===== src/rtl/hr_lut_fetch.sv =====
// hr_lut_fetch: reads a beat count, looks up its 2-byte BCD word in a bus LUT, writes it to the display registers
// Ports: CLK/RESET (sync, active-high); START begins a fetch from IDLE; Q is combinational bus read data;
// ADDR/DATA/MW drive the bus; BUSY is high outside IDLE; DONE pulses for one cycle; SAT flags a clamped count.
module hr_lut_fetch #(
  parameter logic [7:0] IN_ADDR  = 8'd249,
  parameter logic [7:0] LUT_BASE = 8'd0,
  parameter logic [7:0] OUT_LO   = 8'd252,
  parameter logic [7:0] OUT_HI   = 8'd253,
  parameter logic [7:0] MAX_IDX  = 8'd29
) (
  input  logic       CLK,
  input  logic       RESET,
  input  logic       START,
  input  logic [7:0] Q,
  output logic [7:0] ADDR,
  output logic [7:0] DATA,
  output logic       MW,
  output logic       BUSY,
  output logic       DONE,
  output logic       SAT
);
  typedef enum logic [2:0] {IDLE, RD_IN, RD_LO, RD_HI, WR_LO, WR_HI, FIN} state_t;
  state_t state, state_nx;
  logic [7:0] idx, lo, hi, lut_addr;
  assign lut_addr = LUT_BASE + (idx << 1);
  always_ff @(posedge CLK) begin
    if (RESET) begin
      state <= IDLE;
      idx   <= '0;
      lo    <= '0;
      hi    <= '0;
      SAT   <= 1'b0;
    end else begin
      state <= state_nx;
      if (state == RD_IN) begin
        idx <= (Q > MAX_IDX) ? MAX_IDX : Q;
        SAT <= Q > MAX_IDX;
      end
      if (state == RD_LO) lo <= Q;
      if (state == RD_HI) hi <= Q;
    end
  end
  always_comb begin
    state_nx = state == IDLE ? (START ? RD_IN : IDLE) :
               state == FIN  ? IDLE : state_t'(state + 3'd1);
    ADDR = state == RD_IN ? IN_ADDR :
           state == RD_LO ? lut_addr :
           state == RD_HI ? lut_addr + 8'd1 :
           state == WR_LO ? OUT_LO :
           state == WR_HI ? OUT_HI : 8'd0;
    DATA = state == WR_LO ? lo : state == WR_HI ? hi : 8'd0;
    MW   = state == WR_LO || state == WR_HI;
    BUSY = state != IDLE;
    DONE = state == FIN;
  end
endmodule


===== config.mk =====
export PLATFORM = sky130hd
export DESIGN_NAME = hr_lut_fetch
export DESIGN_NICKNAME = d
export VERILOG_FILES = /design/src/rtl/hr_lut_fetch.sv
export SDC_FILE = /design/constraint.sdc
export NUM_CORES = 1
export LEC_CHECK = 0
export CORE_ASPECT_RATIO = 0.75
export CORE_MARGIN = 2
export CORE_UTILIZATION = 52
export CTS_CLUSTER_DIAMETER = 30
export DETAILED_ROUTE_END_ITERATION = 8
export HOLD_SLACK_MARGIN = 0.15
export MAX_ROUTING_LAYER = met4
export PLACE_DENSITY = 0.83
export SYNTH_ARGS = -nofsm -noshare
export SYNTH_HDL_FRONTEND = slang
export SYNTH_SLANG_ARGS = --single-unit

===== constraint.sdc =====
create_clock -name CLK -period 3.8 [get_ports CLK]
set_input_delay 0.76 -clock CLK [delete_from_list [all_inputs] [get_ports CLK]]
set_output_delay 0.76 -clock CLK [all_outputs]
set_load 0.005 [all_outputs]

==> results by group, run 1 <==
Status
  – Status: finished, final reports clean

Synthesis
  – Synthesized net count: 176
  – Most instantiated cells after synthesis: dfxtp_1 (27), nand2_1 (25), a21oi_1 (22)
  – Synth Cell Area: 0.001319 sq mm
  – Post-Syn Area per Cell: 8.294 sq um
  – Share of async-settable or async-resettable flops after synthesis: 0%
  – Warnings, synthesis: 0
  – Portion of synthesized cell area occupied by the leading cell type: 40.99%
  – Biggest area consumer among synthesized cells: dfxtp_1
  – Share of the yosys chip area belonging to registers: 40.99%
  – Cell count after synthesis: 159
  – Leading cell types by total area after synthesis: dfxtp_1 (41%), a21oi_1 (8.3%), nand2_1 (7.1%)
  – Main flop type after synthesis: dfxtp_1
  – Flip-flop and latch count after synthesis: 27
  – Post-synth cell types: 28
  – Count of flip-flops with a built-in enable after synthesis: 0
  – Top-count cell post-synth: dfxtp_1

Worst setup path
  – Launching point of the worst reg2reg path: state[2]$_SDFF_PP0_
  – Slowest Stage Delay on Critical Path: 520 ps
  – Type of the worst setup path: flip-flop to primary output
  – Worst Path Required: 3040 ps
  – Arrival time worst endpoint: around 2500 ps
  – Start point of the critical path: state[2]$_SDFF_PP0_
  – Category of the worst setup path capture point: primary output
  – Delay-heaviest family, CP: buffers and inverters
  – Cells along the critical path: clkinv_1 > ha_1 > o21ai_2 > o21a_1 > clkdlybuf4s50_1
  – Peak fanout along the critical path: 11
  – Startpoint Class: flip-flop
  – Count of buffer and inverter cells on the critical path: 2
  – Master of the slowest instance on the critical path: dfxtp_1

Finish
  – Post-Layout Cell Count: about 220
  – Fraction of layout cells with a size suffix above 1: 4.891%
  – Post-layout net count: 202
  – Count of antenna diodes in the layout: 0
  – Area Overhead vs Synth: 25.24%

Placed design
  – DP HPWL: 2398 um
  – Count of buffers from port buffering: 30
  – Setup slack at placement: roughly 900 ps
  – Number of placed cells counting well taps: roughly 210
  – Gpl congestion: slightly above 0.8

Timing
  – Worst Tran Pin Value: 740.4 ps
  – Total of endpoints with negative setup slack in the final report: 0
  – Share of the clock period used by the worst path: 86.94%
  – Total count of hold-check failures in the final report: 0
  – Final worst path period need: approximately 3300 ps
  – Smallest setup slack after layout: roughly 500 ps
  – Maximum achievable frequency: 0.3027 GHz
  – Unrepaired setup endpoints after global routing: false
  – Clock Skews: ~16 ps
  – Normalized max-slew margin: 50.48%
  – Number of max-slew violations in the final report: 0
  – Setup TNS: 0 ps

Floorplan
  – Num ports: 31
  – Floorplan die width: 62.15 um
  – Initial cell density of the core: 56.21%
  – Height of the chip: 47.62 um
  – Standard cell core area: approximately 0.0023 sq mm
  – FP Rows: 15
  – Total Die Area: a little under 0.003 sq mm

Drt
  – Sum of routed wire length over all layers: 3268 um
  – Detailed router's first-iteration violation count: 68
  – Total vias in the final route: 1214
  – Number of search-and-repair iterations in the first detailed-routing pass: 4
  – Avg Vias per Cell: 5.569
  – Routed length per placed instance: roughly 15 um
  – Post-route antenna net violation count: 0
  – DRC violations left: 0

CTS
  – Clock sinks: 27
  – Clock Root Buffer: clkbuf_4
  – Clock latency at the later pin of the worst-skew pair: 340 ps
  – Clock Tree Buf Depth: 2
  – Number of CTS-inserted buffers: 3
  – Cells resized by post-CTS repair: 0
  – H-tree levels: 1
  – Number of hold buffers added after CTS: 0
  – Count of buffers added by post-CTS timing repair for setup: 0
  – TritonCTS clock tree: done
  – Reg clk slew, reported paths: ~160 ps

GRT
  – Global-route usage over all layers: 24.53%
  – First-pass GRT wire length: 5278 um
  – Met3 track demand over resource in global routing: roughly 5.6%
  – Largest net degree at the start of global routing: 21
  – Met1 usage in global routing: between 30% and 40%
  – Number of global-route vias before repair: 1125
  – Remaining Overflow, GRT: 0
  – Initial antenna violation count: 0
  – Most utilized layer in the global route result: met2
  – GRT met2 Usage: 42.17%

Flow run
  – Max Cap Viol: 0

Worst hold path
  – Start point of the worst min-delay path: lo[5]$_SDFFE_PP0P_
  – Worst min path class: flip-flop to flip-flop

Power and ir drop
  – Power, Total: 538.6 uW
  – Pwr Density: 326.1 mW/mm^2
  – Worst supply voltage drop on vdd: 0.3322 mV
  – Leakage power: between 0.5 and 0.6 nW
path summary, 6_finish.rpt:
path | end | slack (ps) | cells past startpoint
worst max-delay path | ADDR[6] | 500 | 5
worst min-delay path | lo[5]$_SDFFE_PP0P_ | 470 | 2
worst max register to register | hi[7]$_SDFFE_PP0N_ | 1970 | 4
worst min register to register | lo[5]$_SDFFE_PP0P_ | 470 | 2
through the flow:
stage                     hold WS, ps  cell area, sq um  util [%]
after global placement          443.3              1622     69.12
after global routing            493.3              1652     70.40
after CTS                       471.6              1652     70.40
final                           470.0              1652     70.40
after floorplan                 436.6              1319         -
after detailed placement        451.7              1622     69.12
worst min-delay path: stages (launching register included):
cell and delay [ps]:
dfxtp_1 340, nand2_1 50, a21oi_1 50
power by group:
group / internal, mW / switching, mW
Clock: 0.0403 / 0.0894
Combinational: 0.0494 / 0.0579
Sequential: 0.295 / 0.00695
Total: 0.384 / 0.154
flip-flops by register name, summed over array words and instances, names as in the netlist:
register and count:
lo 8, hi 8, SAT 1, idx 7, state 3
area by class of cell:
| class | count | area, sq um |
|---|---|---|
| clock buffers | 3 | 22.52 |
| clock inverters | 1 | 7.507 |
| fillers | 201 | 694.4 |
| inverters | 5 | 18.77 |
| multi-input cells | 117 | 711.9 |
| flip-flops and latches | 27 | 540.5 |
| well taps | 34 | 42.54 |
| repair buffers | 31 | 307.8 |
logic make-up after synthesis:
kind of cell,Yosys count,synth area share [%]
muxes,8,6.072
buffers and inverters,15,5.027
DFF,27,40.99
AOI/OAI and AO/OA,40,19.07
and+or+nand+nor,63,23.15
adders and majority gates,6,5.692
routing by layer:
| layer | up-vias | share of wire, % |
|---|---|---|
| li1 | 592 | - |
| met1 | 575 | 46 |
| met2 | 45 | 48 |
| met3 | 2 | 5.9 |
| met4 | 0 | 0.61 |
| met5 | - | 0 |
layout by cell type (no fill, tap or decap), types with 2 or more instances in the layout:
| cell type | count |
|---|---|
| a21oi_1 | 22 |
| and3_1 | 4 |
| clkbuf_4 | 3 |
| clkdlybuf4s50_1 | 30 |
| dfxtp_1 | 27 |
| ha_1 | 6 |
| inv_1 | 4 |
| mux2i_1 | 8 |
| nand2_1 | 25 |
| nand2b_1 | 3 |
| nand3_1 | 2 |
| nand3b_1 | 8 |
| nor2_1 | 14 |
| nor2b_1 | 2 |
| nor3_1 | 3 |
| o21a_1 | 6 |
| o21ai_0 | 6 |
(Power assumes the default switching activity.)
==> run 2: changes to the inputs <==
--- a/config.mk
+++ b/config.mk
@@ -5,6 +5,7 @@
 export SDC_FILE = /design/constraint.sdc
 export NUM_CORES = 1
 export LEC_CHECK = 0
+export CAP_MARGIN = 20
 export CORE_ASPECT_RATIO = 0.75
 export CORE_MARGIN = 2
 export CORE_UTILIZATION = 52
==> results of run 2 <==
No change in the layout: final DEF, timing and power equal those of run 1.
==> run 3: changes to the inputs <==
--- a/config.mk
+++ b/config.mk
@@ -5,7 +5,6 @@
 export SDC_FILE = /design/constraint.sdc
 export NUM_CORES = 1
 export LEC_CHECK = 0
-export CAP_MARGIN = 20
 export CORE_ASPECT_RATIO = 0.75
 export CORE_MARGIN = 2
 export CORE_UTILIZATION = 52
==> results of run 3 <==
No change in the layout: final DEF, timing and power equal those of run 1.
